--- src/rtl/sseg_capture.sv ---
// sseg_capture: debounces an active-low 7-segment bus, decodes it back to a hex
// nibble and presents each newly stable glyph once over a valid/ready handshake.
module sseg_capture #(
    parameter int unsigned STABLE_CYCLES = 4
) (
    input  logic       I_CLK,
    input  logic       I_RST,
    input  logic [6:0] I_SSEG,
    input  logic       I_READY,
    input  logic       I_CLR,
    output logic [3:0] O_DATA,
    output logic       O_VALID,
    output logic       O_ERROR,
    output logic       O_BLANK,
    output logic       O_OVERRUN
);

    localparam logic [0:0] ST_IDLE    = 1'b0;
    localparam logic [0:0] ST_PENDING = 1'b1;
    localparam logic [7:0] STABLE_LIM = 8'(STABLE_CYCLES);
    localparam logic [6:0] SSEG_BLANK = 7'h7F;

    logic [6:0] sample;
    logic [6:0] last_rep;
    logic [7:0] stable_cnt;
    logic [0:0] state;
    logic       stable_evt;
    logic [3:0] dec_data;
    logic       dec_error;
    logic       dec_blank;

    always_ff @(posedge I_CLK or posedge I_RST) begin
        if (I_RST) begin
            sample     <= SSEG_BLANK;
            stable_cnt <= '0;
        end else begin
            sample <= I_SSEG;
            if (I_SSEG != sample) begin
                stable_cnt <= 8'd1;
            end else if (stable_cnt < STABLE_LIM) begin
                stable_cnt <= stable_cnt + 8'd1;
            end
        end
    end

    // Comparing against the last reported pattern suppresses both repeats of a
    // held glyph and glitches that settle back onto it.
    assign stable_evt = (stable_cnt == STABLE_LIM) && (sample != last_rep);

    always_comb begin
        dec_data  = '0;
        dec_error = 1'b0;
        dec_blank = 1'b0;
        case (sample)
            7'b1000000: dec_data = 4'h0;
            7'b1111001: dec_data = 4'h1;
            7'b0100100: dec_data = 4'h2;
            7'b0110000: dec_data = 4'h3;
            7'b0011001: dec_data = 4'h4;
            7'b0010010: dec_data = 4'h5;
            7'b0000010: dec_data = 4'h6;
            7'b1111000: dec_data = 4'h7;
            7'b0000000: dec_data = 4'h8;
            7'b0010000: dec_data = 4'h9;
            7'b0001000: dec_data = 4'hA;
            7'b0000011: dec_data = 4'hB;
            7'b0100111: dec_data = 4'hC;
            7'b0100001: dec_data = 4'hD;
            7'b0000110: dec_data = 4'hE;
            7'b0001110: dec_data = 4'hF;
            SSEG_BLANK: dec_blank = 1'b1;
            default:    dec_error = 1'b1;
        endcase
    end

    always_ff @(posedge I_CLK or posedge I_RST) begin
        if (I_RST) begin
            state     <= ST_IDLE;
            last_rep  <= SSEG_BLANK;
            O_DATA    <= '0;
            O_ERROR   <= 1'b0;
            O_BLANK   <= 1'b0;
            O_OVERRUN <= 1'b0;
        end else begin
            if (stable_evt) begin
                last_rep <= sample;
                O_DATA   <= dec_data;
                O_ERROR  <= dec_error;
                O_BLANK  <= dec_blank;
                state    <= ST_PENDING;
            end else if (state == ST_PENDING && I_READY) begin
                O_DATA  <= '0;
                O_ERROR <= 1'b0;
                O_BLANK <= 1'b0;
                state   <= ST_IDLE;
            end

            // Setting takes priority over a simultaneous clear.
            if (stable_evt && state == ST_PENDING && !I_READY) begin
                O_OVERRUN <= 1'b1;
            end else if (I_CLR) begin
                O_OVERRUN <= 1'b0;
            end
        end
    end

    assign O_VALID = (state == ST_PENDING);

endmodule

--- config.mk ---
export PLATFORM = sky130hd
export DESIGN_NAME = sseg_capture
export DESIGN_NICKNAME = d
export VERILOG_FILES = /design/src/rtl/sseg_capture.sv
export SDC_FILE = /design/constraint.sdc
export NUM_CORES = 1
export LEC_CHECK = 0
export BUFFER_PORTS_ARGS = -buffer_cell sky130_fd_sc_hd__buf_2
export CORE_MARGIN = 2
export CORE_UTILIZATION = 57
export CTS_CLUSTER_SIZE = 30
export DETAILED_ROUTE_END_ITERATION = 7
export PLACE_DENSITY = 0.78
export SYNTH_ARGS = -nofsm -noshare
export SYNTH_HDL_FRONTEND = slang
export SYNTH_SLANG_ARGS = --single-unit
--- constraint.sdc ---
create_clock -name I_CLK -period 2 [get_ports I_CLK]
set_clock_uncertainty 0.05 [all_clocks]
set_input_delay 0.4 -clock I_CLK [delete_from_list [all_inputs] [get_ports I_CLK]]
set_output_delay 0.4 -clock I_CLK [all_outputs]
set_load 0.03 [all_outputs]
# After elaboration in Yosys (flattened, before gate mapping)
# Cells that the tools add are included.
[classes] n_reduce_logical=10 n_eq_ne=19 addsub=1 n_mux=13 magnitude_cmp=1
[op_table] cell="$pmux W4 S15" count=1
[op_table] cell="$eq A7 B6 Y1 const B" count=4
[op_table] cell="$eq A7 B7 Y1 const B" count=4
[op_table] cell="$eq A7 B5 Y1 const B" count=3
[op_table] cell="$reduce_or A17 Y1" count=1
[op_table] cell="$mux W8" count=2
[op_table] cell="$eq A7 B2 Y1 const B" count=2
[op_table] cell="$eq A7 B4 Y1 const B" count=2
[op_table] cell="$ne A7 B7 Y1" count=2
[op_table] cell="$add A8 B1 Y8 const B" count=1
[op_table] cell="$eq A8 B3 Y1 const B" count=1
[op_table] cell="$lt A8 B3 Y1 const B" count=1
[op_table] cell="$mux W1" count=8
[op_table] cell="$mux W4" count=2
[op_table] cell="$eq A7 B3 Y1 const B" count=1
[op_table] cell="$logic_not A7 Y1" count=1
[op_table] cell="$reduce_bool A2 Y1" count=3
[op_table] cell="$logic_and A1 B1 Y1" count=4
[op_table] cell="$logic_not A1 Y1" count=1
[totals] output_inout_bits=8 wordCells=52 reg_bits=30 inputBits=11

# Logic depth before layout (Yosys ltp)
# Gate-level depths: netlist of run 1.
[logic_depth] word_depth=5 depth_mapped=7 depth_no_buf=5

# Worst setup path after synthesis of run 1
# Ideal clock, no wire load.
[synth_timing] path_kind="reg2reg" from="register sample[1]" to="register O_ERROR" stages_incl_launch_ff=7 t_required_ps=1822 path_slack_ps=220 synth_period_minus_slack_ps=1780 setup_ps=128 arrival_ps=1603 path_buffers=1 cell_sequence="dfstp_2 > buf_2 > or4b_1 > a211oi_1 > a221oi_1 > o21ai_0 > o31ai_1"
[synth_between] elab_chain_cells=4 elab_cells_between_ends=23 cone_classes="eq/ne: 17; mux: 2; reduce/logical: 4"
[synth_lines] item="from (decl)" line="23" source="logic [6:0] sample;"
[synth_lines] item="from (signal assigned)" line="34" source="sample <= SSEG_BLANK;"
[synth_lines] item="from (signal assigned)" line="37" source="sample <= I_SSEG;"
[synth_lines] item="$eq A7 B7 Y1, or another cell as far along" line="54" source="case (sample)"
[synth_lines] item="$reduce_or A17 Y1 (no source line)"
[synth_lines] item="$mux W1" line="54"
[synth_lines] item="$mux W1" line="85" source="if (stable_evt) begin"
[synth_lines] item="to (signal assigned)" line="88" source="O_ERROR <= dec_error;"
[synth_lines] item="to (decl)" line="13" source="output logic O_ERROR,"
# Several ways; a longest one is shown, not always the timed one.
# A chain may end at the register's enable or synchronous reset.

# Worst setup path in the final report of run 1
[layout_timing] from="register sample[6]" to="register last_rep[4]"
[layout_between] elab_chain_cells=2
[layout_lines] item="$ne A7 B7 Y1" line="48" source="assign stable_evt = (stable_cnt == STABLE_LIM) && (sample != last_rep);"
[layout_lines] item="$logic_and A1 B1 Y1" line="48"
[layout_lines] item="to (signal assigned)" line="86" source="last_rep <= sample;"
[layout_lines] item="to (decl)" line="24" source="logic [6:0] last_rep;"
# Every way passes these cells.

==> impl_metrics.tcl, run 1 <==
set metrics [dict create \
    core-area_um2 2730 \
    placed_cells 200 \
    rr_startpoint "sample[6]" \
    power.density_nw_per_um2 670 \
    ys_ff_latch 30 \
    critPathLaunchType "register" \
    slew_headroom_pct 74.0 \
    grt_start_max_net_pins 31 \
    gp_routability_congestion 0.853 \
    power.ir.vdd_worst_uv 571 \
    clock_sink_count 30 \
    setup-violations-final 0 \
    maxCapViolations 0 \
    detailed_place_hpwl_um 2260 \
    clock_slew_seen_by_the_registers_of_the_worst_setup_and_hold_paths_ps 90 \
    setup_tns_ps 0 \
    cts-root-buf "clkbuf_4" \
    syn-num-nets 167 \
    synth.distinct_cells 42 \
    regToRegSetupSlack_ps 70 \
    drt_wl_total_um 3220 \
    final.period_utilization_pct 96.3 \
    worst_hold_path_type "in -> async" \
    drt_iter0_markers 56 \
    post-layout-total-power_w 0.00125 \
    die_h_um 57.4 \
    count_of_antenna_violating_nets_left_after_detailed_routing 0 \
    number_of_buffers_created_by_cts 5 \
    dieWidth_um 57.4 \
    syn_avg_cell_area_um2 10.5 \
    nets 190 \
    syn-instance-count 154 \
    initial_core_util_pct 59.4 \
    period_minus_slack_ps 1930 \
    worst_pin_slew_ps 387 \
    fp.dieArea_um2 3290 \
    cts.path.max_buffers 2 \
    timing.rr.end "last_rep[4]" \
    layout.cells.most_common_list "18 x buf_2, 16 x dfrtp_1, 14 x dfstp_2, 12 x xnor2_1" \
    cts_tree "yes" \
    result_of_the_run "finished, final reports clean" \
    final_design_area_no_fill_um2 1860 \
    flow.area_growth_from_synthesis_pct 14.9 \
    floorplan.io_pins 19 \
    fmax_mhz 519 \
    yosys_warnings 0 \
    grt_pass1_wl_um 5440 \
    post-route-worst-setup-slack_ps 74.0 \
    cts_hold_buffers 0 \
    grt.total_usage_pct 22.2 \
    port_buffers 18 \
    path_max_fanout 12 \
    leakage_nw 0.821 \
    critPathKind "reg -> reg" \
    htree_num_levels 2 \
    first_global_vias 1195 \
    maxSlewViolCount 0 \
    diodes 0 \
    critPathCaptureType "register" \
    final_count_of_hold_timing_violations 0 \
    ys_async_sr_fraction_pct 100 \
    drt_drc_violations_left 0 \
    synth.top_cell.area_share_pct 24.7 \
    vias 1237 \
    drt_pre_antenna_iters 4 \
    ys.flop_type "dfrtp_1" \
    synth_edf_count 0 \
    worst_setup_slack_post_dpl_ps 78.7 \
    drive_gt1_share_pct 35.4 \
    core.rowCount 19 \
    critical_path_required_ps 2220 \
    final_common_cell "buf_2" \
    worst_r2r_path_depth 5 \
    worst_skew_pair.late_latency_ps 330 \
    synth.yosys.seq_area_share_pct 47.3 \
    yosysTopAreaCell "dfrtp_1" \
    dpl-instance-area_um2 1770 \
    post_synth_main_area_contributors "dfrtp_1 25%, dfstp_2 23%, xnor2_1 6.5%" \
    number_of_antenna_violations_at_the_first_check_in_global_routing 0 \
    routed_wire_length_per_instance_um 15.4 \
    final_cell_count_without_fillers 209 \
    cp_data_arrival_time_ps 2150 \
    rsz_0062_raised_after_global_routing "false" \
    synthesis.area_um2 1620 \
    globalRouteOverflowTotal 0 \
    avgViaCountPerCell 5.92 \
]
-- synthesized netlist by cell type, types with 3 or more instances --
cell type	count
nor2_1	6
dfstp_2	14
xnor2_1	12
mux2_4	6
a21oi_1	3
buf_2	8
nand3_1	8
o21ai_0	10
nor3_1	7
nand2_1	6
clkbuf_1	4
and2_1	6
nand2b_1	3
xor2_1	4
dfrtp_1	16
inv_1	4
-- final cells by class --
class | instances | area, µm²
Fill cell | 187 | 870
Multi-Input combinational cell | 107 | 778
Sequential cell | 30 | 768
Timing Repair Buffer | 29 | 185
Clock buffer | 8 | 78.8
Tap cell | 31 | 38.8
Inverter | 4 | 15.0
-- per-stage QoR --
step	utilization (%)	hold slack, ps
after global routing	68.2	93.5
after CTS	67.7	63.2
after floorplan	-	354
after global placement	64.9	422
final	68.2	68.7
after detailed placement	64.9	423
-- how the worst max path moves through the flow --
stage	start	to	slack [ps]	cells past startpoint
after floorplan	sample[1]	O_ERROR	220	6
after global placement	stable_cnt[4]	last_rep[1]	100	5
after detailed placement	stable_cnt[4]	last_rep[6]	80	5
after CTS	stable_cnt[4]	last_rep[6]	70	5
after global routing	sample[6]	O_DATA[2]	4	6
final	sample[6]	last_rep[4]	70	5
-- worst max-delay path, cell delays in order (launching register included) --
cell and delay (ps):
dfstp_2 690, xnor2_1 170, nand3_1 120, o2111ai_2 360
buf_12 180, mux2_4 290
-- registers in the layout (all words and copies together), names as in the netlist --
name	flops
O_BLANK	1
O_DATA	4
O_ERROR	1
O_OVERRUN	1
sample	7
O_VALID	1
last_rep	7
stable_cnt	8
-- cell families (layout without fill, tap and decap cells) --
logic type,Yosys count,in the layout,synth area share (%)
buffers and inverters,17,41,5.01
multiplexers,9,9,7.56
AO/OA/AOI/OAI,26,26,10.6
adder cells (fa/ha/maj),2,2,1.54
XOR/XNOR,16,16,8.64
AND/OR/NAND/NOR,54,54,19.3
flip-flops,30,30,47.3
-- per-layer routing --
layer  vias to the layer above  global-route usage, %  part of all wire (%)  routed length, µm
met3                         9                   6.80                   5.3                171
met5                         -                      0                     0                  0
met1                       601                   28.2                    41               1310
li1                        589                      -                     -                  -
met2                        38                   34.7                    52               1660
met4                         0                   10.6                   2.3                 73
-- repair_timing --
action                                 in CTS  in global routing
setup buffers                               0                  1
endpoints found under the hold margin       0                  0
resized for setup                           0                  1
setup endpoints to repair                   0                  2
-- report_power, final --
part           switching [W]  internal (W)
sequential         0.0000210      0.000631
clock               0.000204      0.000240
combinational      0.0000918     0.0000609
Power figures use the tool's default switching activity.
==> inputs of run 2 (changes only) <==
REMOVE_ABC_BUFFERS = 1   (was not set)
==> run 2 against run 1 <==
  * Global-route usage up 0.21 points
  * Register-to-register slack better by 30 ps
  * Routed wire length up 2.0%
  * Count of clock-buffer cells in the layout shrank 2
  * Core utilization is 0.59 points lower
  * Final area decreased by 0.87%
  * Via count down 1.9%
  * Non-clock buffer count is the same
  * Hold slack worse by 9.0 ps
  * Highest routed layer unchanged
==> impl_metrics.tcl, run 2 (same netlist as run 1, synthesis figures left out) <==
set metrics [dict create \
    worst_hold_path_type "in -> async" \
    final_count_of_hold_timing_violations 0 \
    first_global_vias 1154 \
    leakage_nw 0.814 \
    critical_path_required_ps 2170 \
    cts_hold_buffers 0 \
    core-area_um2 2730 \
    drt_pre_antenna_iters 4 \
    cts.path.max_buffers 2 \
    setup-violations-final 0 \
    clock_sink_count 30 \
    maxSlewViolCount 0 \
    multi_input_comb_area_um2 790 \
    nets 190 \
    flow.area_growth_from_synthesis_pct 13.9 \
    floorplan.io_pins 19 \
    number_of_antenna_violations_at_the_first_check_in_global_routing 0 \
    vias 1214 \
    final_cell_count_without_fillers 209 \
    critPathCaptureType "register" \
    grt_pass1_wl_um 5430 \
    detailed_place_hpwl_um 2290 \
    fmax_mhz 527 \
    layout.cells.most_common_list "18 x buf_2, 16 x dfrtp_1, 14 x dfstp_2, 12 x xnor2_1" \
    diodes 0 \
    count_of_antenna_violating_nets_left_after_detailed_routing 0 \
    number_of_buffers_created_by_cts 5 \
    drt_wl_total_um 3280 \
    core.rowCount 19 \
    filler_cell_count 206 \
    result_of_the_run "finished, final reports clean" \
    drive_gt1_share_pct 36.0 \
    dieWidth_um 57.4 \
    avgViaCountPerCell 5.81 \
    maxCapViolations 0 \
    gp_routability_congestion 0.878 \
    drt_iter0_markers 49 \
    dpl-instance-area_um2 1770 \
    largest_register "stable_cnt" \
    sequential_cell_area_um2 768 \
    reg.largest.list "stable_cnt x8, last_rep x7, sample x7" \
    rsz_0062_raised_after_global_routing "true" \
    routed_wire_length_per_instance_um 15.7 \
    critPathLaunchType "register" \
    final.period_utilization_pct 94.8 \
    clock_slew_seen_by_the_registers_of_the_worst_setup_and_hold_paths_ps 100 \
    path_max_fanout 21 \
    initial_core_util_pct 59.4 \
    layout.core_utilization_pct 67.6 \
    critPathKind "reg -> reg" \
    power.ir.vdd_worst_uv 579 \
    worst_skew_pair.late_latency_ps 340 \
    slew_headroom_pct 71.2 \
    placed_cells 199 \
    htree_num_levels 2 \
    final_design_area_no_fill_um2 1850 \
    worst_pin_slew_ps 431 \
    grt.total_usage_pct 22.4 \
    power.density_nw_per_um2 625 \
    grt_start_max_net_pins 31 \
    die_h_um 57.4 \
    fp.dieArea_um2 3290 \
    globalRouteOverflowTotal 0 \
    setup_tns_ps 0 \
    cts_tree "yes" \
    drt_drc_violations_left 0 \
    final_common_cell "buf_2" \
    port_buffers 18 \
    largest_reg_flops 8 \
    period_minus_slack_ps 1900 \
    cts-root-buf "clkbuf_4" \
    cp_data_arrival_time_ps 2070 \
]
## run 2: per-stage QoR
step	setup WS (ps)	hold WS (ps)	total power [W]
after floorplan	-128	354	0.000755
after global placement	119	421	0.000806
after detailed placement	117	430	0.000813
after CTS	69.2	61.5	0.00116
after global routing	-17.0	79.4	0.00121
final	104	59.6	0.00115
## run 2: worst paths after layout
check / slack [ps] / startpoint / depth (start not counted) / to
hold reg to reg: 450 / stable_cnt[7] / 1 / stable_cnt[7]
max in group asynchronous: 1520 / I_RST / 3 / sample[4]
setup / recovery: 100 / stable_cnt[4] / 6 / O_DATA[3]
setup reg to reg: 100 / stable_cnt[4] / 6 / O_DATA[3]
min in group I_CLK: 110 / I_SSEG[5] / 1 / sample[5]
hold / removal: 60 / I_RST / 3 / O_DATA[2]
## run 2: metal layers
| layer | routed length [µm] | track usage, % | part of all wire [%] |
|---|---|---|---|
| met1 | 1510 | 29.6 | 46 |
| met2 | 1530 | 34.7 | 47 |
| met3 | 163 | 6.12 | 5.0 |
| met4 | 70 | 9.97 | 2.1 |
| met5 | 0 | 0 | 0 |
## run 2: timing repair
action                     4_1_cts  5_1_grt
resized for setup                0        3
hold endpoints to repair         0        0
buffers inserted                 0        2
setup endpoints to repair        0        3
## run 2: final cells by class
class | instances | area share, %
Clock buffer | 6 | 2.23
Clock inverter | 2 | 0.542
Inverter | 4 | 0.812
Multi-Input combinational cell | 107 | 42.7
Sequential cell | 30 | 41.6
Tap cell | 31 | 2.10
Timing Repair Buffer | 29 | 10.0
## run 2: critical path, cell delays in order (launching register included)
cell and delay [ps]:
dfrtp_1 380, or4_4 540, nor2_2 140, o2111ai_2 160, buf_12 190, a221oi_1 250, a21oi_1 70
## run 2: report_power, final
group	leakage, nW	switching (W)	internal (W)
Sequential	0.357	0.0000229	0.000631
Clock	0.0320	0.000213	0.000133
Combinational	0.425	0.0000919	0.0000626
Total	0.814	0.000328	0.000827
